===== config.mk =====
export PLATFORM = sky130hd
export DESIGN_NAME = yasac_host
export DESIGN_NICKNAME = d
export VERILOG_FILES = /design/src/rtl/yasac_host.sv
export SDC_FILE = /design/constraint.sdc
export NUM_CORES = 1
export LEC_CHECK = 0
export BUFFER_PORTS_ARGS = -buffer_cell sky130_fd_sc_hd__buf_2
export CAP_MARGIN = 25
export CORE_MARGIN = 2
export CORE_UTILIZATION = 45
export CTS_BUF_LIST = sky130_fd_sc_hd__clkbuf_16
export DETAILED_ROUTE_END_ITERATION = 16
export PLACE_DENSITY = 0.85
export SLEW_MARGIN = 40
export SYNTH_ARGS = -nofsm -noshare
export SYNTH_HDL_FRONTEND = slang
export SYNTH_SLANG_ARGS = --single-unit

===== constraint.sdc =====
create_clock -name CLK -period 6.6 [get_ports CLK]
set_input_delay 0.99 -clock CLK [delete_from_list [all_inputs] [get_ports CLK]]
set_output_delay 0.99 -clock CLK [all_outputs]
set_load 0.005 [all_outputs]

===== src/rtl/yasac_host.sv =====
// yasac_host: host-side run controller for a YASAC processor.
// Resets the core, loads input ports, starts it and waits for RDY under a watchdog.
module yasac_host #(
  parameter int unsigned SETTLE      = 3,
  parameter int unsigned TIMEOUT_CYC = 1000,
  parameter int unsigned CW          = 16
) (
  input  logic          CLK,
  input  logic          RESET,
  input  logic          GO,
  input  logic [63:0]   IN_BUS,
  input  logic          CPU_RDY,
  input  logic [63:0]   CPU_OUT,
  output logic          CPU_RESET,
  output logic          CPU_START,
  output logic [63:0]   CPU_IN,
  output logic          BUSY,
  output logic          DONE,
  output logic          TIMEOUT,
  output logic [63:0]   CAP,
  output logic [CW-1:0] CYCLES
);

  localparam logic [2:0] S_IDLE = 3'd0;
  localparam logic [2:0] S_RST  = 3'd1;
  localparam logic [2:0] S_SETL = 3'd2;
  localparam logic [2:0] S_STRT = 3'd3;
  localparam logic [2:0] S_WAIT = 3'd4;
  localparam logic [2:0] S_DONE = 3'd5;

  localparam logic [3:0]    SET_LAST = 4'(SETTLE - 1);
  localparam logic [CW-1:0] TO_LIM   = CW'(TIMEOUT_CYC);
  localparam logic [CW-1:0] CNT_ONE  = CW'(1);

  logic [2:0]    state_q, state_d;
  logic [3:0]    set_q, set_d;
  logic [CW-1:0] cnt_q, cnt_d;
  logic          arm_q, arm_d;
  logic          rst_q, rst_d;
  logic          start_q, start_d;
  logic [63:0]   cin_q, cin_d;
  logic          busy_q, busy_d;
  logic          done_q, done_d;
  logic          to_q, to_d;
  logic [63:0]   cap_q, cap_d;
  logic [CW-1:0] cyc_q, cyc_d;
  logic [CW-1:0] cnt_inc;

  assign cnt_inc = (cnt_q == '1) ? cnt_q : cnt_q + CNT_ONE;

  always_comb begin
    state_d = state_q;
    set_d   = set_q;
    cnt_d   = cnt_q;
    arm_d   = arm_q;
    rst_d   = 1'b0;
    start_d = 1'b0;
    cin_d   = cin_q;
    busy_d  = busy_q;
    done_d  = done_q;
    to_d    = to_q;
    cap_d   = cap_q;
    cyc_d   = cyc_q;
    unique case (state_q)
      S_IDLE, S_DONE: begin
        if (GO) begin
          state_d = S_RST;
          cin_d   = IN_BUS;
          rst_d   = 1'b1;
          busy_d  = 1'b1;
          done_d  = 1'b0;
          to_d    = 1'b0;
        end
      end
      S_RST: begin
        state_d = S_SETL;
        set_d   = '0;
      end
      S_SETL: begin
        if (set_q == SET_LAST) begin
          state_d = S_STRT;
          start_d = 1'b1;
        end else begin
          set_d = set_q + 4'd1;
        end
      end
      S_STRT: begin
        // RDY must be seen low after START before a high counts
        arm_d   = ~CPU_RDY;
        cnt_d   = '0;
        state_d = S_WAIT;
      end
      S_WAIT: begin
        cnt_d = cnt_inc;
        if (!CPU_RDY) arm_d = 1'b1;
        if (arm_q && CPU_RDY) begin
          state_d = S_DONE;
          cap_d   = CPU_OUT;
          cyc_d   = cnt_inc;
          to_d    = 1'b0;
          done_d  = 1'b1;
          busy_d  = 1'b0;
        end else if (cnt_inc == TO_LIM) begin
          state_d = S_DONE;
          cyc_d   = TO_LIM;
          to_d    = 1'b1;
          done_d  = 1'b1;
          busy_d  = 1'b0;
        end
      end
      default: begin
        state_d = S_IDLE;
        busy_d  = 1'b0;
        done_d  = 1'b0;
      end
    endcase
  end

  always_ff @(posedge CLK or negedge RESET) begin
    if (!RESET) begin
      state_q <= S_IDLE;
      set_q   <= '0;
      cnt_q   <= '0;
      arm_q   <= 1'b0;
      rst_q   <= 1'b0;
      start_q <= 1'b0;
      cin_q   <= '0;
      busy_q  <= 1'b0;
      done_q  <= 1'b0;
      to_q    <= 1'b0;
      cap_q   <= '0;
      cyc_q   <= '0;
    end else begin
      state_q <= state_d;
      set_q   <= set_d;
      cnt_q   <= cnt_d;
      arm_q   <= arm_d;
      rst_q   <= rst_d;
      start_q <= start_d;
      cin_q   <= cin_d;
      busy_q  <= busy_d;
      done_q  <= done_d;
      to_q    <= to_d;
      cap_q   <= cap_d;
      cyc_q   <= cyc_d;
    end
  end

  assign CPU_RESET = rst_q;
  assign CPU_START = start_q;
  assign CPU_IN    = cin_q;
  assign BUSY      = busy_q;
  assign DONE      = done_q;
  assign TIMEOUT   = to_q;
  assign CAP       = cap_q;
  assign CYCLES    = cyc_q;

endmodule


* Word-level counts from Yosys, hierarchy flattened
Index checks and enable logic that the tools add are counted.
Widths: inputs -> output; s select.
** Storage, ports and cells
- Bits in registers :: 173
- Input bits :: 132
- Output and inout bits :: 149
- Logic and storage cells :: 72
** Operators by class
- Add/subtract/negate cells :: 2
- Eq/ne operators :: 13
- Mux-type cells :: 27
- Bitwise gates (word level) :: 2
- Reductions and logical operators :: 16
** Operators by type and width (number)
- $mux 16 :: 3
- $pmux 16 s2 :: 1
- $add 16x1->16 const B :: 1
- $eq 16x10->1 const B :: 1
- $eq 16x16->1 const B :: 1
- $pmux 3 s5 :: 1
- $mux 1 :: 12
- $mux 3 :: 4
- $reduce_and 2->1 :: 5
- $reduce_and 3->1 :: 3
- $ne 2x2->1 const B :: 4
- $pmux 4 s2 :: 1
- $reduce_bool 2->1 :: 4
- $eq 3x2->1 const B :: 2
- $eq 3x3->1 const B :: 2
- $pmux 1 s3 :: 2
- $add 4x1->4 const B :: 1
- $eq 4x2->1 const B :: 1
- $mux 4 :: 1
- $pmux 1 s2 :: 2
- $eq 3x1->1 const B :: 1
- $logic_not 3->1 :: 1
- $ne 3x3->1 const B :: 1
- $reduce_or 3->1 :: 1
- other kinds (3) :: 4

* Depth between registers and ports, before layout
Gate-level depths: netlist of the first run.
- Word-level depth :: 6
- Mapped depth :: 10
- Depth with buffers taken out :: 7

* Worst setup path after synthesis of the first run
OpenSTA, ideal clock, no wires.
- Kind :: register to register
- Start :: reg cnt_q[0]
- End :: reg cyc_q[7] (netlist: CYCLES[7])
- Library setup time :: 69 ps
- Arrival :: 2643 ps
- Data required time :: 6531 ps
- Path slack :: 3888 ps
- Stages on the path, launching flop included :: 10
- Path through :: dfrtp_1 > ha_1 > buf_6 > nand4_4 > nor3_1 > mux2_4 > or4_4 > nor4_4 > buf_6 > nand3b_1
** Between the ends
- Longest elaborated chain between the ends :: 5
- Elaborated cells on any way between the ends :: 7
** RTL lines
- start: declaration :: line 37 : logic [CW-1:0] cnt_q, cnt_d;
- start signal: assignment :: line 136 : cnt_q <= cnt_d;
- $add 16x1->16 or $eq 16x16->1 (tied branches) :: line 49 : assign cnt_inc = (cnt_q == '1) ? cnt_q : cnt_q + CNT_ONE;
- $mux 16 * :: line 49
- $eq 16x10->1 :: line 103 : end else if (cnt_inc == TO_LIM) begin
- $reduce_bool 2->1 (no line)
- $reduce_and 2->1 (no line)
- end signal: assignment :: line 145 : cyc_q <= cyc_d;
- end: declaration :: line 46 : logic [CW-1:0] cyc_q, cyc_d;
Every way passes the cells marked *; elsewhere a longest branch is shown, timed or not.
A chain may end at the register's enable or synchronous reset.

* Worst setup path after layout of the first run
- Start :: reg cnt_q[0]
- End :: reg cyc_q[13] (netlist: CYCLES[13])
The elaborated chain is that of the path after synthesis.

==> results of run 1 <==
## power breakdown
group          switching (uW)  total [uW]  internal, uW
registers                 256        1750          1490
logic                     689        1400           710
clock network             465        1010           540
## how the worst max path moves through the flow
| stage | endpoint | from | cells past startpoint |
|---|---|---|---|
| floorplan | CYCLES[7]$_DFFE_PN0P_ | cnt_q[0]$_DFFE_PN0P_ | 9 |
| global route | CYCLES[13]$_DFFE_PN0P_ | cnt_q[0]$_DFFE_PN0P_ | 7 |
| CTS | CYCLES[9]$_DFFE_PN0P_ | cnt_q[0]$_DFFE_PN0P_ | 7 |
| detailed placement | CYCLES[13]$_DFFE_PN0P_ | cnt_q[0]$_DFFE_PN0P_ | 7 |
| global placement | CYCLES[9]$_DFFE_PN0P_ | cnt_q[0]$_DFFE_PN0P_ | 7 |
| finish | CYCLES[13]$_DFFE_PN0P_ | cnt_q[0]$_DFFE_PN0P_ | 7 |
## sequential cells by signal (all words and copies together), names as in the netlist
register   cells
set_q          4
state_q        3
CAP           64
cnt_q         16
CPU_RESET      1
TIMEOUT        1
CPU_START      1
CPU_IN        64
BUSY           1
DONE           1
CYCLES        16
arm_q          1
## layout make-up
cell class / count / share of cell area
antenna: 2 / 0.000519
timing repair buffer: 287 / 0.151
tap: 220 / 0.0285
clock inverter: 15 / 0.0183
clock buffer: 17 / 0.0441
sequential: 173 / 0.449
multi-input combinational: 493 / 0.305
inverter: 8 / 0.00311
## through the flow
step / utilization / instances / instance area, um^2 / total power [uW] / worst slack [ns]
after floorplan: - / 720 / 7500 / 2500 / 3.89
after global placement: 0.549 / 1181 / 9030 / 3110 / 3.37
after detailed placement: 0.549 / 1181 / 9030 / 3180 / 3.29
after CTS: 0.585 / 1213 / 9640 / 4190 / 3.27
after global routing: 0.585 / 1214 / 9640 / 4420 / 2.98
final: 0.586 / 1215 / 9640 / 4150 / 3.25
## synthesized netlist by cell type, types with 3 or more instances
master    instances
a21oi_1          25
buf_2            14
a22o_1            5
mux2_2           66
and2_1            4
nand4_1           8
nand2_1         228
nor3b_1           5
or3_1             4
and3_1            3
a21o_1            3
o21ai_0          26
buf_6             3
clkbuf_1         26
inv_1             8
nand3_1           5
or2_2             4
xnor2_1          11
nor3_1            7
nor2_1           33
a211oi_1          4
nor4_1            3
ha_1              3
dfrtp_1         173
## logic make-up after synthesis
logic type | after synthesis | synth area share
AO/OA/AOI/OAI | 86 | 0.0719
XOR/XNOR | 13 | 0.0152
adder cells (fa/ha/maj) | 3 | 0.00500
buffers and inverters | 54 | 0.0329
flip-flops | 173 | 0.577
multiplexers | 70 | 0.106
AND/OR/NAND/NOR | 321 | 0.192
## worst max-delay path: cells and delay by family (launching register included)
family / cells / cell delay [ns]
fa+ha+maj: 1 / 0.46
flops: 1 / 0.46
mux: 1 / 0.35
simple gates: 5 / 1.93
## metal layers
layer  vias to the layer above  share of wire  GRT usage
li1                       2948              -          -
met1                      2883           0.43      0.292
met2                       202           0.50      0.355
met3                        31          0.049     0.0479
met4                         0          0.023     0.0810
met5                         -              0          0
==> results.ini, run 1 <==
[status]
status=completed

[route]
viasPerCell=4.99
antenna_left=0
routedWlPerCell_um=16.1
vias=6064
first_pass_iters=4
drt-initial-drc-count=490
wl_um=19600
drc=0

[clock_tree]
cts_made_buffers=17
h-tree-depth=4
cts_setup_buffers=0
cts_resized=0
clk_pin_slew_ns=0.07
insertion_delay_ns=0.43
cts_tree=yes
root_buffer=clkbuf_16
postCtsHoldBufs=0
clock-sinks=173
clk_path_buf_depth=2

[yosys]
syn-num-nets=855
yosysWarnings=0
synth.distinct_cells=59
synth_top_area_cell=dfrtp_1
async_flop_share=1.00
ys_top_cells_by_area=dfrtp_1 58%, nand2_1 11%, mux2_2 9.9%
ys_ff_latch=173
synth_edf_count=0
syn_inst=720
netlist.area_leader.share=0.577
yosysSeqAreaShare=0.577
synth_area_um2=7500
syn_area_per_cell_um2=10.4
synth_ff_type=dfrtp_1

[worst_setup_path]
crit_path_frequent_cell=nor3_1
worstPathRequired_ns=6.87
critPathKind=reg2reg
crit_slowest_cell=nor4_4
setup.worst_path.end_class=flip-flop
worstPathCellList=ha_1 -> nand4_4 -> nor3_1 -> mux2_4 -> or4_4 -> nor4_4 -> nor3_1
rr_startpoint=cnt_q[0]$_DFFE_PN0P_
r2r_cells=7
cpPeakStageDelay_ns=0.67
worst-endpoint-arrival_ns=3.62
critPathLaunchType=flip-flop
crit_fanout=14
timing.reg2reg.setup_slack_ns=3.25
r2r_end=CYCLES[13]$_DFFE_PN0P_

[global_routing]
grt_max_degree=70
grtUsageTotal=0.219
grt_pass1_wl_um=30400
grt_antenna_before_repair=2
grt.overflow.total=0
grt_pass1_vias=5740

[cells_and_area]
final_layout_size_suffix_gt1_frac=0.406
area_growth_syn_to_layout_pct=28.5
final-seq-area_um2=4330
multi_input_area_um2=2940
layout.nets=1115
mostFrequentLayoutCell=buf_2
most-common-layout-cells=279 x buf_2, 227 x nand2_1, 173 x dfrtp_1
num-fill-cells=1354

[sta]
rsz0062_at_grt=no
finalSetupTns_ns=0
timing.hold.ws_ns=0.470
setup_violations=0
clock.fmax_mhz=299
relSlewSlack=0.446
hold_viol_final=0
period_share=0.507
fin_skew_ns=0.00932
tightestPinTransition_ns=0.831
layout_min_cycle_time_ns=3.35
maxSlewViolCount=0

[floorplanning]
num_rows=47
core_area_um2=16500
start_util=0.456
die_area_um2=17700
io_pins=281
die_x_um=133
die_h_um=133

[worst_hold_path]
hold_path_depth=2
hold_end=CAP[1]$_DFFE_PN0P_
hold_class=reg2reg
min_from=CAP[1]$_DFFE_PN0P_

[placement]
routabilityCongestion=0.924
port_buffers=280
hpwl_um=14100

[power_and_ir_drop]
vdd_drop_max_uv=232
powerDensity_nw_per_um2=431
leakage_uw=0.00497

[run]
max_cap_violations=0

Power figures use the tool's default switching activity.
==> run 2: changes to the inputs <==
==> constraint.sdc (replaced) <==
create_clock -name CLK -period 3.5 [get_ports CLK]
set_input_delay 0.525 -clock CLK [delete_from_list [all_inputs] [get_ports CLK]]
set_output_delay 0.525 -clock CLK [all_outputs]
set_load 0.005 [all_outputs]
==> results.ini, run 2 (synthesis results as in run 1) <==
[status]
status=completed

[floorplanning]
start_util=0.456
num_rows=47
die_area_um2=17700
die_x_um=133
core_area_um2=16500
io_pins=281
die_h_um=133

[cells_and_area]
final_layout_size_suffix_gt1_frac=0.408
area_growth_syn_to_layout_pct=29.1
most-common-layout-cells=279 x buf_2, 227 x nand2_1, 173 x dfrtp_1
mostFrequentLayoutCell=buf_2
num-fill-cells=1397
layout.nets=1120
n_antenna_cell=0

[global_routing]
top_usage_layer=met2
grt_antenna_before_repair=0
grt.met2_usage=0.387
use_met1=0.274
gr-usage-met3=0.0563
grt_pass1_vias=6092
grt_max_degree=72
grt.overflow.total=0
grt_pass1_wl_um=31400
grtUsageTotal=0.223

[sta]
maxSlewViolCount=0
tightestPinTransition_ns=0.677
setup_violations=0
period_share=0.888
finalSetupTns_ns=0
rsz0062_at_grt=no
clock.fmax_mhz=322
hold_viol_final=0
relSlewSlack=0.548
timing.hold.ws_ns=0.0845
layout_min_cycle_time_ns=3.11
fin_skew_ns=0.0214

[clock_tree]
cts_made_buffers=17
insertion_delay_ns=0.42
cts_tree=yes
clock-sinks=173
cts_setup_buffers=0
clk_path_buf_depth=2
root_buffer=clkbuf_16
clk_pin_slew_ns=0.07
h-tree-depth=4
cts_resized=0
postCtsHoldBufs=0

[power_and_ir_drop]
vdd_drop_max_uv=488
combPwrFrac=0.343
powerDensity_nw_per_um2=813
p_int_uw=5200
switchingPower_uw=2670
pwr-share-clk=0.239
swShare=0.339
seqPwrFrac=0.417
leakage_uw=0.00499

[worst_setup_path]
cp.depth=8
setup.worst_path.end_class=flip-flop
worstPathRequired_ns=3.81
worstPathCellList=ha_1 -> nand4_4 -> nor3_1 -> mux2_4 -> or4_4 -> nor4_4 -> buf_4 -> nor3_1
r2r_end=CYCLES[13]$_DFFE_PN0P_
crit_slowest_cell=or4_4
timing.reg2reg.setup_slack_ns=0.39
worst-endpoint-arrival_ns=3.42
cp_top_family=simple AND/OR/NAND/NOR gates
critPathKind=reg2reg
cpPeakStageDelay_ns=0.56
rr_startpoint=cnt_q[0]$_DFFE_PN0P_
path_buf_inv=1
crit_fanout=14
critPathLaunchType=flip-flop
crit_path_frequent_cell=nor3_1
r2r_cells=8

[placement]
port_buffers=280
hpwl_um=14600
routabilityCongestion=0.902

[route]
viasPerCell=5.10
wl_um=19900
drt-initial-drc-count=430
vias=6209
first_pass_iters=6
routedWlPerCell_um=16.4
drc=0
antenna_left=0

[worst_hold_path]
hold_class=in2async

[run]
max_cap_violations=0

==> run 2: worst max path at each step <==
stage	endpoint	startpoint	slack [ns]
global placement	CYCLES[13]$_DFFE_PN0P_	cnt_q[0]$_DFFE_PN0P_	0.54
finish	CYCLES[13]$_DFFE_PN0P_	cnt_q[0]$_DFFE_PN0P_	0.39
detailed placement	CYCLES[13]$_DFFE_PN0P_	cnt_q[0]$_DFFE_PN0P_	0.45
CTS	CYCLES[7]$_DFFE_PN0P_	cnt_q[0]$_DFFE_PN0P_	0.44
global route	CYCLES[7]$_DFFE_PN0P_	cnt_q[0]$_DFFE_PN0P_	0.20
floorplan	CYCLES[7]$_DFFE_PN0P_	cnt_q[0]$_DFFE_PN0P_	0.79
==> run 2: metrics by stage <==
stage                     setup slack (ns)  power (uW)  instances   util  instance area (um^2)
after floorplan                      0.788        4720        720      -                  7500
after global placement               0.543        5890       1186  0.552                  9090
after detailed placement             0.452        6050       1186  0.552                  9090
after CTS                            0.438        7950       1217  0.588                  9690
after global routing                 0.204        8380       1217  0.588                  9690
final                                0.391        7880       1217  0.588                  9690
==> run 2: power by group through the flow <==
stage	Clock [uW]	Combinational [uW]	Sequential, uW
after floorplan	0	1400	3330
after global placement	0	2630	3260
after detailed placement	0	2730	3320
after CTS	1930	2740	3280
after global routing	2010	2990	3390
final	1890	2700	3290
==> run 2: cell type report <==
type | instances | area, um^2 | area share
tap | 220 | 275 | 0.0284
clock inverter | 14 | 168 | 0.0173
sequential | 173 | 4330 | 0.447
timing repair buffer | 292 | 1520 | 0.157
multi-input combinational | 493 | 2940 | 0.303
clock buffer | 17 | 425 | 0.0439
inverter | 8 | 30.0 | 0.00310
==> run 2: metal layers <==
metal  share of wire  wire length, um
met1            0.41             8110
met4           0.022              434
met3           0.060             1200
met2            0.51            10200
met5               0                0
